**src/rtl/higher_memory_arbiter.sv**
```systemverilog
// Purpose : round-robin arbiter from the two L1 caches (0 = icache, 1 = dcache) onto the single higher-memory port.
// Latency : a request sampled in IDLE is visible downstream the next cycle; the fulfilment returns to the owner combinationally.
// Backpr. : one request outstanding at a time; the losing port's valid stays pending until it is granted.
//
// Ports:
//   clk, reset (async, active-low)
//   reqN_address/operation/store_word/valid : upstream requests, N = 0,1
//   reqN_loaded_word/fulfilled              : responses routed back to the owner
//   mem_req_address/operation/store_word/valid : registered downstream request
//   mem_req_loaded_word/fulfilled           : downstream response
//   protocol_error                          : sticky, set by a fulfilment strobe while IDLE

package higher_memory_arbiter_pkg;
    typedef enum logic {
        MEM_LOAD  = 1'b0,
        MEM_STORE = 1'b1
    } memory_operation_e;
endpackage

module higher_memory_arbiter
    import higher_memory_arbiter_pkg::*;
#(
    parameter int XLEN = 32
) (
    input  logic              clk,
    input  logic              reset,

    input  logic [XLEN-1:0]   req0_address,
    input  memory_operation_e req0_operation,
    input  logic [XLEN-1:0]   req0_store_word,
    input  logic              req0_valid,
    output logic [XLEN-1:0]   req0_loaded_word,
    output logic              req0_fulfilled,

    input  logic [XLEN-1:0]   req1_address,
    input  memory_operation_e req1_operation,
    input  logic [XLEN-1:0]   req1_store_word,
    input  logic              req1_valid,
    output logic [XLEN-1:0]   req1_loaded_word,
    output logic              req1_fulfilled,

    output logic [XLEN-1:0]   mem_req_address,
    output memory_operation_e mem_req_operation,
    output logic [XLEN-1:0]   mem_req_store_word,
    output logic              mem_req_valid,
    input  logic [XLEN-1:0]   mem_req_loaded_word,
    input  logic              mem_req_fulfilled,

    output logic              protocol_error
);

    typedef enum logic {
        ST_IDLE = 1'b0,
        ST_BUSY = 1'b1
    } state_e;

    state_e            r_state;
    logic              r_owner;
    logic              r_last_grant;
    logic [XLEN-1:0]   r_address;
    memory_operation_e r_operation;
    logic [XLEN-1:0]   r_store_word;
    logic              r_protocol_error;

    logic              w_any_vld;
    logic              w_winner;
    logic [XLEN-1:0]   w_sel_address;
    memory_operation_e w_sel_operation;
    logic [XLEN-1:0]   w_sel_store_word;

    assign w_any_vld = req0_valid | req1_valid;

    // On a tie the port that did not win last time goes; otherwise the lone
    // valid port wins (req1_valid alone selects 1, req0_valid alone selects 0).
    assign w_winner = (req0_valid & req1_valid) ? ~r_last_grant : req1_valid;

    assign w_sel_address    = w_winner ? req1_address    : req0_address;
    assign w_sel_operation  = w_winner ? req1_operation  : req0_operation;
    assign w_sel_store_word = w_winner ? req1_store_word : req0_store_word;

    always_ff @(posedge clk or negedge reset) begin
        if (!reset) begin
            r_state          <= ST_IDLE;
            r_owner          <= 1'b0;
            r_last_grant     <= 1'b1;
            r_address        <= '0;
            r_operation      <= MEM_LOAD;
            r_store_word     <= '0;
            r_protocol_error <= 1'b0;
        end else if (r_state == ST_IDLE) begin
            // A completion with nothing outstanding is flagged and otherwise dropped.
            if (mem_req_fulfilled) begin
                r_protocol_error <= 1'b1;
            end
            if (w_any_vld) begin
                r_state      <= ST_BUSY;
                r_owner      <= w_winner;
                r_last_grant <= w_winner;
                r_address    <= w_sel_address;
                r_operation  <= w_sel_operation;
                r_store_word <= w_sel_store_word;
            end
        end else begin
            // Upstream valids are not looked at here, so the loser simply
            // waits with its valid held and is resampled back in IDLE.
            if (mem_req_fulfilled) begin
                r_state <= ST_IDLE;
            end
        end
    end

    assign mem_req_valid      = (r_state == ST_BUSY);
    assign mem_req_address    = r_address;
    assign mem_req_operation  = r_operation;
    assign mem_req_store_word = r_store_word;
    assign protocol_error     = r_protocol_error;

    assign req0_fulfilled = mem_req_valid & mem_req_fulfilled & ~r_owner;
    assign req1_fulfilled = mem_req_valid & mem_req_fulfilled &  r_owner;

    // Load data is broadcast; each cache qualifies it with its own strobe.
    assign req0_loaded_word = mem_req_loaded_word;
    assign req1_loaded_word = mem_req_loaded_word;

endmodule
```
**config.mk**
```make
export PLATFORM = sky130hd
export DESIGN_NAME = higher_memory_arbiter
export DESIGN_NICKNAME = d
export VERILOG_FILES = /design/src/rtl/higher_memory_arbiter.sv
export SDC_FILE = /design/constraint.sdc
export NUM_CORES = 1
export LEC_CHECK = 0
export CORE_AREA = 2 2 117 119
export CTS_BUF_LIST = sky130_fd_sc_hd__clkbuf_2
export DETAILED_ROUTE_END_ITERATION = 10
export DIE_AREA = 0 0 119 121
export GPL_ROUTABILITY_DRIVEN = 0
export HOLD_SLACK_MARGIN = 0.12
export PLACE_DENSITY = 0.74
export SETUP_SLACK_MARGIN = 0.15
export SLEW_MARGIN = 15
export SYNTH_ARGS = -nofsm -noshare
export SYNTH_HDL_FRONTEND = slang
export SYNTH_SLANG_ARGS = --single-unit
export TNS_END_PERCENT = 10
```
**constraint.sdc**
```tcl
create_clock -name clk -period 1.1 [get_ports clk]
set_input_delay 0.275 -clock clk [delete_from_list [all_inputs] [get_ports clk]]
set_output_delay 0.275 -clock clk [all_outputs]
set_load 0.01 [all_outputs]
```
Word-level counts from Yosys, hierarchy flattened
Cells that the tools add are included.
- input port bits: 167
- output and inout bits: 133
- word-level logic and storage cells: 24
- bits in registers: 69
- reduce and logical (&&, ||, !) cells: 2
- muxes and demuxes: 7
- bitwise logic cells: 8
- operators by type and width (cell ; number):
    $mux W32 ; 2
    $mux W1 ; 5
    $and A1 B1 Y1 ; 4
    $reduce_and A2 Y1 ; 2
    $not A1 Y1 ; 3
    $or A1 B1 Y1 ; 1

Depth between registers and ports, before layout
Gate-level depths: netlist (run 1).
- depth after elaboration: 3
- mapped depth: 6
- depth with buffers taken out: 3

Worst setup path before layout (run 1)
OpenSTA, ideal clock, no wires.
- path kind: reg-to-reg
- start point: reg r_state (netlist: mem_req_valid)
- end point: reg r_address[0] (netlist: mem_req_address[0])
- data required time: 1018 ps
- slack: -151 ps
- path buffers: 3
- arrival time: 1169 ps
- clock period less this slack: 1251 ps
- stages on the path, launching flop included: 7
- library setup time: 82 ps
- path through: dfrtp_1 o21ba_1 buf_4 buf_6 buf_6 nor2_1 a31oi_1
- cells in the longest elaborated chain, start to end: 2
- RTL lines (item ; RTL line ; RTL):
    from (decl) ; 57 ; state_e r_state;
    from (signal assigned) ; 83 ; r_state <= ST_IDLE;
    from (signal assigned) ; 96 ; r_state <= ST_BUSY;
    from (signal assigned) ; 107 ; r_state <= ST_IDLE;
    $not A1 Y1 (no line) ; -- ;
    $reduce_and A2 Y1 (no line) ; -- ;
    to (signal assigned) ; 99 ; r_address <= w_sel_address;
    to (decl) ; 60 ; logic [XLEN-1:0] r_address;
No other way between the ends.
A chain may end at the register's enable or synchronous reset.

Worst setup path after layout (run 1)
- start point: reg r_state (netlist: mem_req_valid)
- end point: out req0_fulfilled
- cells in the longest elaborated chain, start to end: 2
- RTL lines (item ; RTL line ; RTL):
    $and A1 B1 Y1 (2 in series) ; 118 ; assign req0_fulfilled = mem_req_valid & mem_req_fulfilled & ~r_owner;
    to (decl) ; 33 ; output logic req0_fulfilled,
No other way between the ends.

==> report_table.html, run 1 <==
<table>
<tr><th>Metric</th><th>Value</th></tr>
<tr><th colspan="2">Status</th></tr>
<tr><td>Result of the run</td><td>complete, but fails checks</td></tr>
<tr><td>Failing checks</td><td>negative setup slack</td></tr>
<tr><th colspan="2">Critical path</th></tr>
<tr><td>Ordered list of cells on the worst path</td><td>buf_6 -&gt; nand2_4 -&gt; nor2_1 -&gt; buf_2</td></tr>
<tr><td>Register-to-register setup slack</td><td>-0.45 ns</td></tr>
<tr><td>Critical path peak fanout</td><td>3</td></tr>
<tr><td>Worst-path cell with the longest stage delay</td><td>dfrtp_1</td></tr>
<tr><td>Peak per-stage delay on the critical path</td><td>0.43 ns</td></tr>
<tr><td>CP arrival</td><td>about 1.3 ns</td></tr>
<tr><td>Setup crit start kind</td><td>flop</td></tr>
<tr><td>Worst Reg2Reg Path Length in Cells</td><td>7</td></tr>
<tr><td>Launch instance of the worst register-to-register path</td><td>mem_req_valid</td></tr>
<tr><td>Endpoint of the worst register-to-register path</td><td>mem_req_store_word[4]</td></tr>
<tr><td>Type of the setup path with the least slack</td><td>reg -&gt; out</td></tr>
<tr><td>Largest delay contributor family on the critical path</td><td>flip-flops</td></tr>
<tr><td>Crit path capture type</td><td>output port</td></tr>
<tr><td>Buf/Inv on CP</td><td>2</td></tr>
<tr><td>Required time of the critical path</td><td>0.82 ns</td></tr>
<tr><th colspan="2">Final layout</th></tr>
<tr><td>Fraction of layout cells with a size suffix above 1</td><td>0.220</td></tr>
<tr><td>Utilization of the core after routing</td><td>0.424</td></tr>
<tr><td>Fin area</td><td>5550 um^2</td></tr>
<tr><td>Net total in the final layout</td><td>753</td></tr>
<tr><td>Area overhead of the layout relative to synthesis</td><td>51.5%</td></tr>
<tr><th colspan="2">Global route</th></tr>
<tr><td>Vias in the first global route</td><td>~3.5k</td></tr>
<tr><td>Overall Global Routing Usage</td><td>0.147</td></tr>
<tr><td>Leftover overflow at the end of global routing</td><td>0</td></tr>
<tr><td>Wire length of the first global-routing pass</td><td>16.7 mm</td></tr>
<tr><td>Pin count of the biggest net entering global routing</td><td>70</td></tr>
<tr><td>Antenna violations before repair</td><td>1</td></tr>
<tr><th colspan="2">Floorplan</th></tr>
<tr><td>Number of top-level pins</td><td>300</td></tr>
<tr><td>Rows</td><td>42</td></tr>
<tr><td>Total die area</td><td>14400 um^2</td></tr>
<tr><td>Area of the core region</td><td>13100 um^2</td></tr>
<tr><td>Die Span X</td><td>119 um</td></tr>
<tr><td>Vert. Die Dim</td><td>~120 um</td></tr>
<tr><td>Initial standard-cell utilization of the core</td><td>0.280</td></tr>
<tr><th colspan="2">Clock tree</th></tr>
<tr><td>Clk pin slew, worst setup/hold paths</td><td>0.18 ns</td></tr>
<tr><td>Sink Count</td><td>69</td></tr>
<tr><td>Hold-fix buffer count after cts</td><td>1</td></tr>
<tr><td>Cell at the root of the clock tree</td><td>clkbuf_2</td></tr>
<tr><td>Number of buffers inserted during clock tree synthesis</td><td>9</td></tr>
<tr><td>Clock Latency Late Sink</td><td>around 0.52 ns</td></tr>
<tr><td>Largest buffer count on any clock path</td><td>2</td></tr>
<tr><td>Count of H-tree levels built during CTS</td><td>3</td></tr>
<tr><td>Clock tree from TritonCTS</td><td>yes</td></tr>
<tr><th colspan="2">Placement</th></tr>
<tr><td>Pre-CTS WS</td><td>-0.679 ns</td></tr>
<tr><td>Input/output buffers</td><td>a little over 200</td></tr>
<tr><td>Total half-perimeter wirelength after legalization and detailed placement</td><td>~8.1 mm</td></tr>
<tr><td>Placed Instance Area</td><td>5430 um^2</td></tr>
<tr><th colspan="2">STA</th></tr>
<tr><td>Max_slew headroom</td><td>0.802</td></tr>
<tr><td>Unrepaired setup endpoints after global routing</td><td>true</td></tr>
<tr><td>Final Worst Setup Slack</td><td>-0.477 ns</td></tr>
<tr><td>Max Freq</td><td>between 600 and 700 MHz</td></tr>
<tr><td>Share of the clock period used by the worst path after layout</td><td>1.43</td></tr>
<tr><td>Maximum clock skew at final layout</td><td>roughly 0.014 ns</td></tr>
<tr><td>Endpoints failing setup</td><td>135</td></tr>
<tr><td>Actual transition at the worst max-transition pin</td><td>0.297 ns</td></tr>
<tr><td>Final count of hold timing violations</td><td>0</td></tr>
<tr><td>Final worst path period need</td><td>1.58 ns</td></tr>
<tr><td>Slew Limit Fails</td><td>0</td></tr>
<tr><th colspan="2">Route</th></tr>
<tr><td>Post-detailed-route wirelength per cell</td><td>15.2 um</td></tr>
<tr><td>Wire length on met3</td><td>946 um</td></tr>
<tr><td>Number of DRC violations after detailed-routing iteration 0</td><td>195</td></tr>
<tr><td>Final WL</td><td>11.7 mm</td></tr>
<tr><td>Number of search-and-repair iterations in the first detailed-routing pass</td><td>4</td></tr>
<tr><td>Highest metal layer used by the detailed router</td><td>met4</td></tr>
<tr><td>DR vias/cell</td><td>4.60</td></tr>
<tr><td>Detailed-routed wire length on met2</td><td>5.57 mm</td></tr>
<tr><td>Antenna Violating Nets Remaining</td><td>0</td></tr>
<tr><td>Routed length on met1</td><td>around 4.6 mm</td></tr>
<tr><td>DR DRC count</td><td>0</td></tr>
<tr><td>Total via count in the routed design</td><td>3532</td></tr>
<tr><th colspan="2">Yosys</th></tr>
<tr><td>Dominant cells by area after synthesis</td><td>dfrtp_1 (46%), buf_4 (16%), nand2_1 (13%), a31oi_1 (11%), nor2_1 (6.9%)</td></tr>
<tr><td>Syn Nets</td><td>602</td></tr>
<tr><td>Yosys warning total</td><td>0</td></tr>
<tr><td>Netlist area before placement</td><td>3660 um^2</td></tr>
<tr><td>Gate Count Post-Synth</td><td>roughly 440</td></tr>
<tr><td>Synth area leader</td><td>dfrtp_1</td></tr>
<tr><td>Syn avg cell area</td><td>8.42 um^2</td></tr>
<tr><td>Post-synthesis register bit count</td><td>69</td></tr>
<tr><td>Area share of the largest cell type after synthesis</td><td>0.464</td></tr>
<tr><td>Sequential fraction of the synthesis area</td><td>0.471</td></tr>
<tr><td>Number of library cell types mapped by synthesis</td><td>16</td></tr>
<tr><th colspan="2">Pwr</th></tr>
<tr><td>Power density of the placed cells</td><td>1510 nW/um^2</td></tr>
<tr><td>Static Leak</td><td>around 2.4 nW</td></tr>
<tr><td>Peak supply drop</td><td>0.589 mV</td></tr>
<tr><th colspan="2">Min path</th></tr>
<tr><td>Path type of the worst min-delay path</td><td>in -&gt; async</td></tr>
<tr><th colspan="2">Flow run</th></tr>
<tr><td>Number of maximum-capacitance violations</td><td>0</td></tr>
</table>
-- report_power, final --
| group | switching [mW] | leakage [nW] | total (mW) | internal, mW |
|---|---|---|---|---|
| Sequential | 0.387 | 0.765 | 3.55 | 3.16 |
| Combinational | 1.61 | 1.56 | 3.42 | 1.81 |
| Clock | 0.904 | 0.0626 | 1.39 | 0.490 |
| Total | 2.90 | 2.39 | 8.36 | 5.46 |
-- cell usage in the layout, fill, tap and decap left out, types with 2 or more instances in the layout --
master	Yosys	final
a31oi_1	66	66
buf_12	0	7
buf_2	7	52
buf_4	77	14
buf_6	9	20
clkbuf_16	0	4
clkbuf_2	0	9
clkdlybuf4s50_1	0	133
clkinv_1	0	2
clkinv_2	0	2
dfrtp_1	68	68
inv_1	2	2
nand2_1	131	130
nor2_1	67	54
nor2_2	0	11
nor2_4	0	2
-- layer usage --
layer	track usage	vias to the layer above
met5	0	-
met4	0.114	0
met3	0.0395	49
met2	0.245	184
met1	0.158	1633
li1	-	1666
-- repair_timing --
action                                  in CTS  in global routing
gates resized for setup                    289                 28
gates cloned                                 0                  5
endpoints found under the hold margin       69                 13
endpoints found under the setup margin     135                138
buffers inserted                             5                  2
pin swaps                                    0                  0
-- cell families after synthesis --
| family | share of synthesized area |
|---|---|
| AOI/OAI and AO/OA | 0.129 |
| buffers and inverters | 0.197 |
| DFF | 0.471 |
| and+or+nand+nor | 0.203 |
-- cells in the mapped netlist --
| library cell | number |
|---|---|
| a21bo_2 | 1 |
| a21boi_2 | 1 |
| a21o_1 | 1 |
| a21oi_1 | 1 |
| a31oi_1 | 66 |
| buf_2 | 7 |
| buf_4 | 77 |
| buf_6 | 9 |
| dfrtp_1 | 68 |
| dfstp_2 | 1 |
| inv_1 | 2 |
| nand2_1 | 131 |
| nor2_1 | 67 |
| o21ba_1 | 1 |
| o22ai_1 | 1 |
| o31a_1 | 1 |
-- how the worst max path moves through the flow --
| stage | start | endpoint | cells after the start |
|---|---|---|---|
| after CTS | mem_req_valid | req0_fulfilled | 4 |
| after global routing | mem_req_valid | req0_fulfilled | 4 |
| after floorplan | mem_req_valid | mem_req_address[0] | 6 |
| after global placement | mem_req_fulfilled | req1_fulfilled | 4 |
| final | mem_req_valid | req0_fulfilled | 4 |
| after detailed placement | req0_valid | mem_req_store_word[25] | 5 |
-- final cells by class --
class,count,area (um^2)
diodes,1,2.50
clock buffers,9,45.0
clock inverters,6,55.1
fillers,1282,7530
inverters,2,7.51
multi-input cells,271,1280
flip-flops and latches,69,1730
well taps,176,220
repair buffers,233,2210
-- stage by stage --
stage | TNS, ns | hold WS, ns | power (mW) | instances
2_1_floorplan | -8.74 | -0.0206 | 5.24 | 435
3_3_place_gp | -43.01 | 0.152 | 7.06 | 738
3_5_place_dp | -45.96 | 0.153 | 7.15 | 738
4_1_cts | -46.96 | 0.0619 | 8.14 | 759
5_1_grt | -52.88 | 0.0793 | 8.92 | 767
6_report | -42.66 | 0.145 | 8.36 | 767
-- flip-flops by register name, summed over array words and instances, names as in the netlist --
name                flops
mem_req_address        32
mem_req_operation       1
mem_req_store_word     32
mem_req_valid           1
protocol_error          1
r_last_grant            1
r_owner                 1
(Power assumes the default switching activity.)
==> run 2: changes to the inputs <==
==> constraint.sdc (replaced) <==
create_clock -name clk -period 1.1 [get_ports clk]
set_input_delay 0.11 -clock clk [delete_from_list [all_inputs] [get_ports clk]]
set_output_delay 0.11 -clock clk [all_outputs]
set_load 0.01 [all_outputs]
==> run 2 against run 1 <==
Against the previous run:
- worst setup slack gained 0.13 ns
- combinational power rose by 30%
- first-iteration DRC count increased by 44%
- highest routed layer unchanged
- the run still ends with negative setup slack left
- design area up 31%
==> report_table.html, run 2 (synthesis gave the netlist of run 1 again) <==
<table>
<tr><th>Metric</th><th>Value</th></tr>
<tr><th colspan="2">Global route</th></tr>
<tr><td>Leftover overflow at the end of global routing</td><td>0 (unchanged)</td></tr>
<tr><td>Overall Global Routing Usage</td><td>0.178 (+0.0317)</td></tr>
<tr><td>Antenna violations before repair</td><td>1 (unchanged)</td></tr>
<tr><td>Vias in the first global route</td><td>4264 (+23%)</td></tr>
<tr><td>Pin count of the biggest net entering global routing</td><td>78 (+11%)</td></tr>
<tr><td>Wire length of the first global-routing pass</td><td>20.4 mm (+22%)</td></tr>
<tr><th colspan="2">Critical path</th></tr>
<tr><td>Critical path peak fanout</td><td>9 (+6)</td></tr>
<tr><td>Setup crit start kind</td><td>flop</td></tr>
<tr><td>Required time of the critical path</td><td>1.53 ns (+0.71 ns)</td></tr>
<tr><td>Crit path capture type</td><td>flop</td></tr>
<tr><td>Type of the setup path with the least slack</td><td>reg -&gt; reg</td></tr>
<tr><td>CP arrival</td><td>1.88 ns (+0.58 ns)</td></tr>
<tr><th colspan="2">Placement</th></tr>
<tr><td>Total half-perimeter wirelength after legalization and detailed placement</td><td>7.83 mm (-3.0%)</td></tr>
<tr><td>Placed Instance Area</td><td>5380 um^2 (-0.92%)</td></tr>
<tr><td>Input/output buffers</td><td>203 (unchanged)</td></tr>
<tr><th colspan="2">Floorplan</th></tr>
<tr><td>Number of top-level pins</td><td>300 (unchanged)</td></tr>
<tr><td>Initial standard-cell utilization of the core</td><td>0.280 (unchanged)</td></tr>
<tr><td>Total die area</td><td>14400 um^2 (unchanged)</td></tr>
<tr><td>Area of the core region</td><td>13100 um^2 (unchanged)</td></tr>
<tr><td>Vert. Die Dim</td><td>121 um (unchanged)</td></tr>
<tr><td>Die Span X</td><td>119 um (unchanged)</td></tr>
<tr><td>Rows</td><td>42 (unchanged)</td></tr>
<tr><th colspan="2">Pwr</th></tr>
<tr><td>Power density of the placed cells</td><td>1340 nW/um^2 (-11%)</td></tr>
<tr><td>Switching power share of the total</td><td>0.349 (+0.00217)</td></tr>
<tr><td>Internal</td><td>6.35 mW (+16%)</td></tr>
<tr><td>Peak supply drop</td><td>0.548 mV (-6.9%)</td></tr>
<tr><td>Proportion of power drawn by combinational gates</td><td>0.454 (+0.045)</td></tr>
<tr><td>Net switching power</td><td>3.40 mW (+17%)</td></tr>
<tr><td>Static Leak</td><td>3.12 nW (+31%)</td></tr>
<tr><td>Clock power frac</td><td>0.177 (+0.010)</td></tr>
<tr><td>Reg power frac</td><td>0.369 (-0.055)</td></tr>
<tr><th colspan="2">STA</th></tr>
<tr><td>Endpoints failing setup</td><td>136 (+0.74%)</td></tr>
<tr><td>Final worst path period need</td><td>1.45 ns (-0.131 ns)</td></tr>
<tr><td>Max_slew headroom</td><td>0.759 (-0.0433)</td></tr>
<tr><td>Final Worst Setup Slack</td><td>-0.346 ns (+0.131 ns)</td></tr>
<tr><td>Final count of hold timing violations</td><td>0 (unchanged)</td></tr>
<tr><td>Actual transition at the worst max-transition pin</td><td>0.362 ns (+0.0650 ns)</td></tr>
<tr><td>Max Freq</td><td>691 MHz (+9.1%)</td></tr>
<tr><td>Unrepaired setup endpoints after global routing</td><td>true</td></tr>
<tr><td>Maximum clock skew at final layout</td><td>0.0358 ns (+0.0219 ns)</td></tr>
<tr><td>Worst hold-check slack</td><td>0.187 ns (+0.0417 ns)</td></tr>
<tr><td>Slew Limit Fails</td><td>0 (unchanged)</td></tr>
<tr><td>Share of the clock period used by the worst path after layout</td><td>1.31 (-0.119)</td></tr>
<tr><th colspan="2">Clock tree</th></tr>
<tr><td>Sink Count</td><td>69 (unchanged)</td></tr>
<tr><td>Cell at the root of the clock tree</td><td>clkbuf_2</td></tr>
<tr><td>Number of buffers inserted during clock tree synthesis</td><td>9 (unchanged)</td></tr>
<tr><td>Clock tree from TritonCTS</td><td>yes</td></tr>
<tr><td>Count of H-tree levels built during CTS</td><td>3 (unchanged)</td></tr>
<tr><td>Clock Latency Late Sink</td><td>0.53 ns (about the same)</td></tr>
<tr><td>Clk pin slew, worst setup/hold paths</td><td>0.19 ns (about the same)</td></tr>
<tr><td>Largest buffer count on any clock path</td><td>2 (unchanged)</td></tr>
<tr><th colspan="2">Route</th></tr>
<tr><td>DR DRC count</td><td>0 (unchanged)</td></tr>
<tr><td>Antenna Violating Nets Remaining</td><td>0 (unchanged)</td></tr>
<tr><td>Final WL</td><td>16.2 mm (+39%)</td></tr>
<tr><td>Total via count in the routed design</td><td>4419 (+25%)</td></tr>
<tr><td>Number of DRC violations after detailed-routing iteration 0</td><td>281 (+44%)</td></tr>
<tr><td>DR vias/cell</td><td>4.82 (+4.8%)</td></tr>
<tr><td>Number of search-and-repair iterations in the first detailed-routing pass</td><td>5 (+1)</td></tr>
<tr><td>Post-detailed-route wirelength per cell</td><td>17.7 um (+16%)</td></tr>
<tr><th colspan="2">Flow run</th></tr>
<tr><td>Number of maximum-capacitance violations</td><td>0 (unchanged)</td></tr>
<tr><th colspan="2">Min path</th></tr>
<tr><td>Path type of the worst min-delay path</td><td>in -&gt; reg</td></tr>
<tr><th colspan="2">Final layout</th></tr>
<tr><td>Most frequent standard cell in the layout excluding fill and tap cells</td><td>clkdlybuf4s50_1</td></tr>
<tr><td>Fin area</td><td>7270 um^2 (+31%)</td></tr>
<tr><td>Net total in the final layout</td><td>901 (+20%)</td></tr>
<tr><td>Commonest non-fill, non-tap cells in the layout</td><td>clkdlybuf4s50_1 (133), dlygate4sd3_1 (127), nand2_1 (123), dfrtp_1 (68), a31oi_1 (62)</td></tr>
<tr><td>Area overhead of the layout relative to synthesis</td><td>98.3%</td></tr>
<tr><td>Fraction of layout cells with a size suffix above 1</td><td>0.221 (+0.000229)</td></tr>
<tr><th colspan="2">Status</th></tr>
<tr><td>Result of the run</td><td>complete, but fails checks</td></tr>
<tr><td>Failing checks</td><td>negative setup slack</td></tr>
</table>
-- run 2: changes by cell type in the layout (fill, tap and decap cells not counted), sizes merged --
| cell | previous run | this run |
|---|---|---|
| dlygate4sd3 | 1 | 127 |
| buf | 95 | 111 |
| bufinv | 1 | 2 |
| clkbuf | 13 | 18 |
| dlymetal6s4s | 0 | 1 |
-- run 2: per-layer routing --
metal,vias up,GRT usage,share of wire
met5,-,0,0
met1,2093,0.186,0.36
met3,68,0.0362,0.070
li1,1980,-,-
met4,0,0.115,0.046
met2,278,0.325,0.52
-- run 2: layout make-up --
type	count	area (um^2)
flip-flops and latches	69	1730
multi-input cells	271	1360
diodes	1	2.50
fillers	1079	5820
clock inverters	7	90.1
inverters	2	7.51
well taps	176	220
clock buffers	9	45.0
repair buffers	381	3810
-- run 2: through the flow --
step	setup TNS, ns	util	setup WS (ns)	instances	total power [mW]
floorplan	-8.74	-	-0.151	435	5.24
global placement	-28.48	0.411	-0.460	733	7.01
detailed placement	-31.90	0.411	-0.534	733	7.11
CTS	-27.25	0.508	-0.368	889	8.91
global route	-33.82	0.555	-0.406	916	10.3
finish	-24.50	0.555	-0.346	916	9.76
-- run 2: power by group through the flow --
| stage | clock, mW | sequential [mW] | combinational [mW] |
|---|---|---|---|
| finish | 1.73 | 3.60 | 4.43 |
| floorplan | 0 | 3.83 | 1.40 |
| global placement | 0 | 3.54 | 3.48 |
| CTS | 1.79 | 3.52 | 3.60 |
| global route | 1.88 | 3.68 | 4.71 |
| detailed placement | 0 | 3.58 | 3.53 |
-- run 2: critical path, cell delays in order (launching register included) --
cell	delay, ns
dfrtp_1	0.43
buf_6	0.13
o21ba_4	0.24
buf_12	0.15
buf_6	0.18
nor2_1	0.07
a31oi_1	0.17
-- run 2: worst paths after layout --
kind | start | to | cells after the start | slack, ns
max | mem_req_valid | mem_req_store_word[15] | 6 | -0.35
min | req0_store_word[17] | mem_req_store_word[17] | 3 | 0.19
max reg2reg | mem_req_valid | mem_req_store_word[15] | 6 | -0.35
min reg2reg | protocol_error | protocol_error | 1 | 0.50
max in group asynchronous | reset | r_last_grant | 4 | 0.41
min in group asynchronous | reset | mem_req_store_word[7] | 4 | 0.30
-- run 2: timing repair --
action / 4_1_cts / 5_1_grt
endpoints found under the hold margin: 134 / 0
setup buffers: 12 / 9
hold buffers: 128 / 0
cloned: 0 / 17
pin swaps: 1 / 14
resized for setup: 298 / 48
setup endpoints to repair: 135 / 206
